### src/rtl/idex_pipe_reg.sv
// idex_pipe_reg
//   ID/EX pipeline register for the pipelined MIPS core. Carries a packed
//   control word, NUM_DATA data words and the rs/rt/rd specifiers from decode
//   to execute. It also tracks whether the EX-stage slot holds a real
//   instruction, holds its contents on stall, and inserts a bubble on flush.
//   It detects load-use hazards and tells upstream stages to freeze.
//
// Ports
//   clk, rst              rising-edge clock, synchronous active-high reset
//   id_valid              decode stage holds a real instruction
//   id_ctrl               decoded control word (CTRL_W bits)
//   id_data               NUM_DATA packed words, word k at [k*DATA_W +: DATA_W]
//   id_rs/id_rt/id_rd     register specifiers from decode
//   stall                 downstream hold request (register keeps contents)
//   flush                 squash request (inserts a bubble)
//   ex_valid/ex_ctrl/ex_data/ex_rs/ex_rt/ex_rd   registered EX-stage copy
//   lu_stall              combinational load-use hazard flag to upstream
//   perf_bubble_cnt       bubbles inserted (wraps)
//   perf_stall_cnt        cycles held by stall (wraps)
//
// Build option
//   IDEX_PERF_CNT_EN      when defined, the performance counters are built.
//                         When it is undefined, both counter outputs read 0.

module idex_pipe_reg #(
    parameter int unsigned DATA_W      = 32,
    parameter int unsigned NUM_DATA    = 4,
    parameter int unsigned CTRL_W      = 9,
    parameter int unsigned MEMREAD_BIT = 3,
    parameter int unsigned REG_W       = 5,
    parameter int unsigned CNT_W       = 16
) (
    input  logic                       clk,
    input  logic                       rst,
    input  logic                       id_valid,
    input  logic [CTRL_W-1:0]          id_ctrl,
    input  logic [NUM_DATA*DATA_W-1:0] id_data,
    input  logic [REG_W-1:0]           id_rs,
    input  logic [REG_W-1:0]           id_rt,
    input  logic [REG_W-1:0]           id_rd,
    input  logic                       stall,
    input  logic                       flush,
    output logic                       ex_valid,
    output logic [CTRL_W-1:0]          ex_ctrl,
    output logic [NUM_DATA*DATA_W-1:0] ex_data,
    output logic [REG_W-1:0]           ex_rs,
    output logic [REG_W-1:0]           ex_rt,
    output logic [REG_W-1:0]           ex_rd,
    output logic                       lu_stall,
    output logic [CNT_W-1:0]           perf_bubble_cnt,
    output logic [CNT_W-1:0]           perf_stall_cnt
);

    localparam int unsigned DW = NUM_DATA * DATA_W;

    typedef enum logic [1:0] {
        ACT_LOAD,
        ACT_HOLD,
        ACT_BUBBLE
    } act_e;

    act_e              act;

    logic              ex_valid_q, ex_valid_d;
    logic [CTRL_W-1:0] ex_ctrl_q,  ex_ctrl_d;
    logic [DW-1:0]     ex_data_q,  ex_data_d;
    logic [REG_W-1:0]  ex_rs_q,    ex_rs_d;
    logic [REG_W-1:0]  ex_rt_q,    ex_rt_d;
    logic [REG_W-1:0]  ex_rd_q,    ex_rd_d;

    // A load in EX whose destination (rt) feeds the instruction in ID.
    // Writes to $zero never create a dependency.
    assign lu_stall = id_valid & ex_valid_q & ex_ctrl_q[MEMREAD_BIT] &
                      (ex_rt_q != '0) &
                      ((ex_rt_q == id_rs) | (ex_rt_q == id_rt));

    // Flush beats stall, and stall beats the load-use bubble. While stalled,
    // the hazard stays visible so that upstream remains frozen.
    always_comb begin
        if (flush)         act = ACT_BUBBLE;
        else if (stall)    act = ACT_HOLD;
        else if (lu_stall) act = ACT_BUBBLE;
        else               act = ACT_LOAD;
    end

    always_comb begin
        ex_valid_d = ex_valid_q;
        ex_ctrl_d  = ex_ctrl_q;
        ex_data_d  = ex_data_q;
        ex_rs_d    = ex_rs_q;
        ex_rt_d    = ex_rt_q;
        ex_rd_d    = ex_rd_q;
        case (act)
            ACT_LOAD: begin
                ex_valid_d = id_valid;
                ex_ctrl_d  = id_ctrl;
                ex_data_d  = id_data;
                ex_rs_d    = id_rs;
                ex_rt_d    = id_rt;
                ex_rd_d    = id_rd;
            end
            // A bubble clears only valid and control. The data and specifiers
            // are kept, because a zero control word makes them inert.
            ACT_BUBBLE: begin
                ex_valid_d = 1'b0;
                ex_ctrl_d  = '0;
            end
            default: ;
        endcase
    end

    always_ff @(posedge clk) begin
        if (rst) begin
            ex_valid_q <= 1'b0;
            ex_ctrl_q  <= '0;
            ex_data_q  <= '0;
            ex_rs_q    <= '0;
            ex_rt_q    <= '0;
            ex_rd_q    <= '0;
        end else begin
            ex_valid_q <= ex_valid_d;
            ex_ctrl_q  <= ex_ctrl_d;
            ex_data_q  <= ex_data_d;
            ex_rs_q    <= ex_rs_d;
            ex_rt_q    <= ex_rt_d;
            ex_rd_q    <= ex_rd_d;
        end
    end

    assign ex_valid = ex_valid_q;
    assign ex_ctrl  = ex_ctrl_q;
    assign ex_data  = ex_data_q;
    assign ex_rs    = ex_rs_q;
    assign ex_rt    = ex_rt_q;
    assign ex_rd    = ex_rd_q;

`ifdef IDEX_PERF_CNT_EN
    logic [CNT_W-1:0] bubble_cnt_q, bubble_cnt_d;
    logic [CNT_W-1:0] stall_cnt_q,  stall_cnt_d;

    // Counters wrap naturally at 2^CNT_W.
    always_comb begin
        bubble_cnt_d = bubble_cnt_q + CNT_W'(act == ACT_BUBBLE);
        stall_cnt_d  = stall_cnt_q  + CNT_W'(act == ACT_HOLD);
    end

    always_ff @(posedge clk) begin
        if (rst) begin
            bubble_cnt_q <= '0;
            stall_cnt_q  <= '0;
        end else begin
            bubble_cnt_q <= bubble_cnt_d;
            stall_cnt_q  <= stall_cnt_d;
        end
    end

    assign perf_bubble_cnt = bubble_cnt_q;
    assign perf_stall_cnt  = stall_cnt_q;
`else
    assign perf_bubble_cnt = '0;
    assign perf_stall_cnt  = '0;
`endif

endmodule
### config.mk
export PLATFORM = sky130hd
export DESIGN_NAME = idex_pipe_reg
export DESIGN_NICKNAME = d
export VERILOG_FILES = /design/src/rtl/idex_pipe_reg.sv
export SDC_FILE = /design/constraint.sdc
export NUM_CORES = 1
export LEC_CHECK = 0
export CORE_MARGIN = 3
export CORE_UTILIZATION = 35
export CTS_CLUSTER_SIZE = 20
export DETAILED_ROUTE_END_ITERATION = 12
export PLACE_DENSITY = 0.65
export REMOVE_ABC_BUFFERS = 1
export SYNTH_ARGS = -nofsm -noshare
export SYNTH_HDL_FRONTEND = slang
export SYNTH_SLANG_ARGS = --single-unit
### constraint.sdc
create_clock -name clk -period 2.15 [get_ports clk]
set_input_delay 0.43 -clock clk [delete_from_list [all_inputs] [get_ports clk]]
set_output_delay 0.43 -clock clk [all_outputs]
set_load 0.01 [all_outputs]
* Word level (Yosys, flattened, before mapping) *
Index checks and enable logic that the tools add are counted.

word-level totals
  register bits = 153
  word-level logic and storage cells = 22

operators by class
  reduce and logical (&&, ||, !) cells = 3
  bitwise gates (word level) = 5
  mux-type cells = 5
  equal/unequal tests = 3

operators with widths
  cell                                   number
  9-bit one-hot mux with 2 select lines  1
  5-bit == test                          2
  2-bit two-way mux                      3
  5-bit nonzero test                     1
  1-bit bitwise AND                      4
  2-bit == test, second input constant   1
  2-bit logical NOT                      1
  1-bit one-hot mux with 2 select lines  1
  2-bit nonzero test                     1
  1-bit bitwise OR                       1

* Longest topological paths before layout *
Gate-level depths: netlist (run 1).

  depth after elaboration = 9
  gate-level depth with buffers = 8
  depth with buffers taken out = 5

* Worst setup path after synthesis (run 1) *
OpenSTA, ideal clock, no wires.

  kind = register -> output
  from = register ex_rt_q[3], in the netlist ex_rt[3]
  to = output lu_stall
  buffers on the path = 3
  stages on the path, launching flop included = 8
  data arrival time = 1.723 ns
  data required time = 1.720 ns
  path slack = -0.003 ns
  cell sequence = dfxtp_1 -> xnor2_1 -> nand3_1 -> o22ai_1 -> buf_2 -> buf_2 -> buf_2 -> and2_1

on the way
  word-level cells in the longest chain between the ends = 3
  elaborated cells between the ends (all ways) = 6

ends and longest elaborated chain
  what                                                          RTL line  text
  start, declared                                               68        logic [REG_W-1:0] ex_rt_q, ex_rt_d;
  start signal, assigned                                        125       ex_rt_q <= ex_rt_d;
  5-bit == test / 5-bit nonzero test (equally long branches)    75, 74
  1-bit bitwise OR / 1-bit bitwise AND (equally long branches)  75, 73
  1-bit bitwise AND *                                           74        (ex_rt_q != '0) &
  end, declared                                                 49        output logic lu_stall,

Every way passes the cells marked *; elsewhere a longest branch is shown, timed or not.

* Worst setup path in the final report (run 1) *
  from = register ex_rt_q[0], in the netlist ex_rt[0]
  to = output lu_stall

Same word-level chain as after synthesis.

==> results of run 1 <==
layer usage:
| metal | vias up | track usage | wire length, um | part of all wire |
|---|---|---|---|---|
| li1 | 4450 | - | - | - |
| met1 | 4434 | 0.266 | 13900 | 0.45 |
| met2 | 288 | 0.321 | 14300 | 0.46 |
| met3 | 27 | 0.0604 | 2170 | 0.070 |
| met4 | 0 | 0.0469 | 472 | 0.015 |
| met5 | - | 0 | 0 | 0 |
cells in the final DEF, fill, tap and decap left out, types with 3 or more instances in the layout:
master           instances
a22o_1                  10
a32oi_1                143
buf_12                  14
buf_4                   34
buf_6                    4
bufbuf_16                3
clkbuf_1                 3
clkbuf_16               17
clkdlybuf4s50_1        308
clkinvlp_4               8
conb_1                  32
dfxtp_1                151
inv_6                    4
mux2i_1                143
nand2_1                145
nor3b_1                287
xnor2_1                 10
worst max-delay path, cell delays in order (launching register included):
cell and delay, ns:
dfxtp_2 0.32, or4_4 0.54, o2111ai_4 0.21, inv_2 0.06, and2_4 0.13, buf_6 0.11
logic make-up after synthesis:
kind of cell / after synthesis / synth area share
AND/OR/NAND/NOR: 437 / 0.288
buffers and inverters: 160 / 0.0807
AO/OA/AOI/OAI: 156 / 0.146
flip-flops: 153 / 0.324
multiplexers: 143 / 0.151
XOR/XNOR: 10 / 0.00926
other: 1 / 0.000396
sequential cells by signal (all words and copies together) (netlist names):
register	flops
ex_rd	5
ex_valid	1
ex_rt	5
ex_rs	5
ex_ctrl	9
ex_data	128
cell type report:
class                   instances  area (um^2)  area share
clock buffers                  20          437      0.0320
repair buffers                366         3830       0.281
clock inverters                12         95.1     0.00697
multi-input cells             778         5780       0.424
inverters                       2         10.0    0.000734
flip-flops and latches        153         3070       0.225
diodes                          1         2.50    0.000183
well taps                     335          419      0.0307
stage by stage:
stage	area (um^2)	hold slack (ns)	TNS, ns	total power [mW]	utilization
after floorplan	8820	0.511	-1469.17	4.33	-
after global placement	13000	0.459	-24.86	5.28	0.493
after detailed placement	13000	0.461	-31.05	5.30	0.493
after CTS	13600	0.482	-0.356	8.16	0.519
after global routing	13600	0.490	-3.08	8.43	0.519
final	13600	0.483	-0.0697	8.07	0.519
power breakdown:
part	total (mW)	switching, mW	internal (mW)
registers	3.27	0.180	3.09
clock network	2.82	1.33	1.49
logic	1.98	0.866	1.11
how the worst max path moves through the flow:
stage / end / depth (start not counted)
global placement: lu_stall / 6
global route: lu_stall / 5
detailed placement: lu_stall / 6
floorplan: ex_ctrl[0]$_SDFFE_PP0P_ / 5
finish: lu_stall / 5
CTS: lu_stall / 5
timing repair:
action | in CTS | in global routing
setup buffers | 1 | 0
gates cloned | 3 | 0
gates resized for setup | 10 | 4
hold endpoints to repair | 0 | 0
setup endpoints to repair | 123 | 108
pin swaps | 3 | 2
==> impl_metrics.py, run 1 <==
metrics = {
    "run_status": {
        "status": "finished, violations left",
        "violations": "setup timing",
    },
    "run": {
        "max_cap_violations": 0,
    },
    "timing": {
        "final-setup-viol-count": 1,
        "rsz0062_at_grt": "yes",
        "layout_setup_ws_ns": -0.0697,
        "drv_slew": 0,
        "hold_viol": 0,
        "slew_headroom": 0.226,
        "finClkSkew_ns": 0.0109,
        "min_period_over_period": 1.03,
        "worst_slew_pin_slew_ns": 1.16,
        "period_minus_slack_ns": 2.22,
        "max_freq_mhz": 451,
    },
    "setup_path": {
        "cp.arrival_ns": 1.79,
        "crit_path_start_kind": "flip-flop",
        "critical_path_peak_fanout": 2,
        "r2r_slack_ns": 0.02,
        "regToRegEndpoint": "ex_data[41]$_SDFFE_PP0N_",
        "cp.required_ns": 1.72,
        "crit_type": "reg -> out",
        "worstReg2RegStart": "ex_rt[0]$_SDFFE_PP0N_",
        "startpoint": "ex_rt[0]$_SDFFE_PP0N_",
        "ff2ff_path_depth": 8,
        "end_kind": "output port",
    },
    "logic_synthesis": {
        "synth_ff_type": "dfxtp_1",
        "post_synth_num_cell_types": 20,
        "synth_top_area_cell": "dfxtp_1",
        "avgSynthCellArea_um2": 8.92,
        "yosysWarningCount": 0,
        "netlist_instances": 1060,
        "synthesis.area_mm2": 0.00946,
        "yosysMostFrequentCell": "nor3b_1",
        "synth_area_leaders": "dfxtp_1 (32%), nor3b_1 (23%), mux2i_1 (15%)",
        "synth_edf_count": 0,
        "synth_commonest_cells": "nor3b_1 (287), dfxtp_1 (153), nand2_1 (145)",
        "ys_seq_area_frac": 0.324,
        "synth.ff_latch_count": 153,
        "yosysTopAreaCellShare": 0.324,
        "async_flop_share": 0,
    },
    "worst_hold_path": {
        "hp-class": "reg -> reg",
        "min_path_cells": 1,
        "holdPathEnd": "ex_ctrl[5]$_SDFFE_PP0P_",
        "min_from": "ex_ctrl[5]$_SDFFE_PP0P_",
    },
    "die": {
        "die_h_um": 170,
        "ioPinCount": 343,
        "row_count": 59,
        "dieArea_mm2": 0.0290,
        "initial_core_util": 0.360,
        "core-area_mm2": 0.0263,
        "die_w_um": 170,
    },
    "grt": {
        "grt_usage": 0.201,
        "grt_pass1_vias": 8768,
        "grt_overflow": 0,
        "grt_pass1_wl_um": 47900,
        "grt_max_degree": 88,
        "antenna_found_initial": 1,
    },
    "power_and_ir_drop": {
        "pwr_density_cell_mw_per_mm2": 592,
        "p_leak_nw": 4.75,
        "vdd_drop_max_v": 0.000451,
    },
    "placement": {
        "place_hpwl_um": 19900,
        "dp_slack_ns": -0.362,
        "routabilityCongestion": 0.772,
        "portBuffers": 310,
        "placed_cells": 1630,
    },
    "routing": {
        "drt_iter0_markers": 495,
        "routedWlPerCell_um": 18.5,
        "drc": 0,
        "firstDrtPassIters": 5,
        "via_count": 9199,
        "drt-total-wl_um": 30800,
        "vias_per_cell": 5.52,
        "ant_nets": 0,
    },
    "clock_network": {
        "cts_root_buffer": "clkbuf_16",
        "cts_inserted_buffers": 17,
        "cts.sinks": 153,
        "path_clk_slew_ns": 0.07,
        "cts_tree": "built",
        "clock_latency_ns": 0.42,
        "cts_hold_buf": 0,
        "clockBufferDepth": 2,
        "htreeDepth": 4,
    },
    "finish": {
        "fin_nets": 1475,
        "fin_cells": 1667,
        "area_growth_syn_to_layout_pct": 44.2,
        "drive_gt1_frac": 0.0729,
        "num-fill-cells": 2459,
    },
}
Power figures use the tool's default switching activity.
==> run 2, diff against run 1 <==
--- a/config.mk
+++ b/config.mk
@@ -5,10 +5,12 @@
 export SDC_FILE = /design/constraint.sdc
 export NUM_CORES = 1
 export LEC_CHECK = 0
+export ABC_CLOCK_PERIOD_IN_PS = 2150
 export CORE_MARGIN = 3
 export CORE_UTILIZATION = 35
 export CTS_CLUSTER_SIZE = 20
 export DETAILED_ROUTE_END_ITERATION = 12
+export HOLD_SLACK_MARGIN = 0.02
 export PLACE_DENSITY = 0.65
 export REMOVE_ABC_BUFFERS = 1
 export SYNTH_ARGS = -nofsm -noshare
==> results of run 2 <==
No change in the layout: final DEF, timing and power equal those of run 1.
==> run 3, diff against run 2 <==
--- a/config.mk
+++ b/config.mk
@@ -5,7 +5,7 @@
 export SDC_FILE = /design/constraint.sdc
 export NUM_CORES = 1
 export LEC_CHECK = 0
-export ABC_CLOCK_PERIOD_IN_PS = 2150
+export ABC_CLOCK_PERIOD_IN_PS = 2100
 export CORE_MARGIN = 3
 export CORE_UTILIZATION = 35
 export CTS_CLUSTER_SIZE = 20
@@ -13,6 +13,7 @@
 export HOLD_SLACK_MARGIN = 0.02
 export PLACE_DENSITY = 0.65
 export REMOVE_ABC_BUFFERS = 1
+export SLEW_MARGIN = 10
 export SYNTH_ARGS = -nofsm -noshare
 export SYNTH_HDL_FRONTEND = slang
 export SYNTH_SLANG_ARGS = --single-unit
==> constraint.sdc (replaced) <==
create_clock -name clk -period 2.1 [get_ports clk]
set_input_delay 0.42 -clock clk [delete_from_list [all_inputs] [get_ports clk]]
set_output_delay 0.42 -clock clk [all_outputs]
set_load 0.01 [all_outputs]
==> run 3 against run 2 <==
The run still ends with setup timing left. Count of clock-buffer cells in the layout down 1. Register-to-register slack worse by 0.07 ns. Clock power up 5%. Non-clock buffer count down 9. Flip-flop and latch count unchanged. Cell count down 0.66%. Die area unchanged. Power up 3.6%. Sequential share of layout area down 0.079 points. Setup slack worse by 0.065 ns. First-iteration DRC count up 37%. Largest cell class unchanged. Largest power group unchanged.
==> impl_metrics.py, run 3 (synthesis gave the netlist of run 1 again) <==
metrics = {
    "placement": {
        "place_hpwl_um": 19200,
        "place_area_mm2": 0.0129,
        "dp_slack_ns": -0.368,
        "placed_cells": 1619,
        "routabilityCongestion": 0.778,
        "portBuffers": 310,
    },
    "die": {
        "initial_core_util": 0.360,
        "die_w_um": 170,
        "dieArea_mm2": 0.0290,
        "ioPinCount": 343,
        "die_h_um": 170,
        "row_count": 59,
        "core-area_mm2": 0.0263,
    },
    "timing": {
        "finClkSkew_ns": 0.00893,
        "hold_viol": 0,
        "min_period_over_period": 1.06,
        "max_freq_mhz": 447,
        "drv_slew": 0,
        "worst_slew_pin_slew_ns": 1.12,
        "tns_ns": -1.65,
        "slew_headroom": 0.250,
        "period_minus_slack_ns": 2.23,
        "final-setup-viol-count": 63,
        "layout_setup_ws_ns": -0.135,
        "rsz0062_at_grt": "yes",
    },
    "clock_network": {
        "cts_hold_buf": 0,
        "htreeDepth": 4,
        "cts.sinks": 153,
        "cts_root_buffer": "clkbuf_16",
        "clock_latency_ns": 0.41,
        "cts_tree": "built",
        "clockBufferDepth": 2,
        "cts_inserted_buffers": 17,
        "path_clk_slew_ns": 0.07,
    },
    "run": {
        "max_cap_violations": 0,
    },
    "power_and_ir_drop": {
        "pwr_density_cell_mw_per_mm2": 611,
        "power_frac_seq": 0.400,
        "combPwrFrac": 0.245,
        "pwr-share-clk": 0.356,
        "internal_power_mw": 5.96,
        "swShare": 0.288,
        "power.net_switching_mw": 2.40,
        "p_leak_nw": 4.76,
        "vdd_drop_max_v": 0.000422,
    },
    "finish": {
        "layout_commonest_cell": "clkdlybuf4s50_1",
        "largest_register_ffs": 128,
        "diodes": 0,
        "final_cell_mix": "clkdlybuf4s50_1 (308), nor3b_1 (287), dfxtp_1 (152)",
        "num-fill-cells": 2441,
        "fin_cells": 1656,
        "drive_gt1_frac": 0.0659,
        "fin_nets": 1466,
        "area_growth_syn_to_layout_pct": 44.7,
        "final_area_mm2": 0.0137,
    },
    "setup_path": {
        "ff2ff_path_depth": 7,
        "crit_type": "reg -> out",
        "cp.required_ns": 1.68,
        "cp.arrival_ns": 1.81,
        "critical_path_peak_fanout": 2,
        "end_kind": "output port",
        "crit_path_start_kind": "flip-flop",
    },
    "routing": {
        "drt-total-wl_um": 30800,
        "via_count": 9180,
        "drc": 0,
        "vias_per_cell": 5.54,
        "ant_nets": 0,
        "routedWlPerCell_um": 18.6,
        "drt_iter0_markers": 677,
        "firstDrtPassIters": 5,
    },
    "grt": {
        "grt_pass1_vias": 8696,
        "antenna_found_initial": 0,
        "grt_pass1_wl_um": 47800,
        "grt_max_degree": 81,
        "grt_overflow": 0,
        "grt_usage": 0.200,
    },
    "worst_hold_path": {
        "min_path_cells": 1,
        "hp-class": "reg -> reg",
    },
    "run_status": {
        "status": "finished, violations left",
        "violations": "setup timing",
    },
}
==> run 3: cell types whose count changed in the layout (fill, tap and decap cells not counted), moves of 2 or more <==
cell	previous run	this run
clkbuf_16	17	19
buf_4	34	20
clkinvlp_4	8	5
buf_16	2	4
buf_12	14	16
==> run 3: path summary, 6_finish.rpt <==
kind | end | startpoint | slack [ns]
worst min-delay path | ex_ctrl[5]$_SDFFE_PP0P_ | ex_ctrl[5]$_SDFFE_PP0P_ | 0.47
worst max-delay path | lu_stall | ex_rt[2]$_SDFFE_PP0N_ | -0.13
worst max register to register | ex_data[1]$_SDFFE_PP0N_ | ex_rt[2]$_SDFFE_PP0N_ | -0.05
worst min register to register | ex_ctrl[5]$_SDFFE_PP0P_ | ex_ctrl[5]$_SDFFE_PP0P_ | 0.47
==> run 3: repair_timing <==
item,in CTS,in global routing
setup buffers,1,0
gates cloned,4,2
resized for setup,12,2
endpoints found under the setup margin,87,140
pin swaps,2,2
==> run 3: cell type report <==
type / count / area [um^2] / share of cell area
Sequential cell: 153 / 3060 / 0.224
Inverter: 2 / 10.0 / 0.000731
Timing Repair Buffer: 357 / 3860 / 0.282
Clock inverter: 12 / 116 / 0.00850
Multi-Input combinational cell: 778 / 5780 / 0.423
Tap cell: 335 / 419 / 0.0306
Clock buffer: 19 / 433 / 0.0316
==> run 3: critical path, stage by stage, from the launching register on <==
cell and delay [ns]:
dfxtp_1 0.32, or4_4 0.54, o2111ai_4 0.21, inv_2 0.06, and2_4 0.16, buf_6 0.11
==> run 3: power groups by stage <==
stage / Sequential (mW) / Combinational [mW] / Clock (mW)
final: 3.34 / 2.04 / 2.97
after floorplan: 3.50 / 0.940 / 0
after global routing: 3.37 / 2.19 / 3.19
after CTS: 3.34 / 2.03 / 3.06
after global placement: 3.39 / 2.01 / 0
after detailed placement: 3.40 / 2.02 / 0
==> run 3: routing by layer <==
metal	routed length, um	vias to the layer above	GRT usage
met5	0	-	0
met3	2090	34	0.0506
met4	624	0	0.0603
met2	14200	281	0.320
li1	-	4429	-
met1	13900	4436	0.268
==> run 3: through the flow <==
stage	power (mW)	utilization	hold slack, ns
floorplan	4.44	-	0.511
global placement	5.40	0.492	0.458
detailed placement	5.42	0.492	0.456
CTS	8.43	0.518	0.478
global route	8.75	0.521	0.486
finish	8.36	0.521	0.474
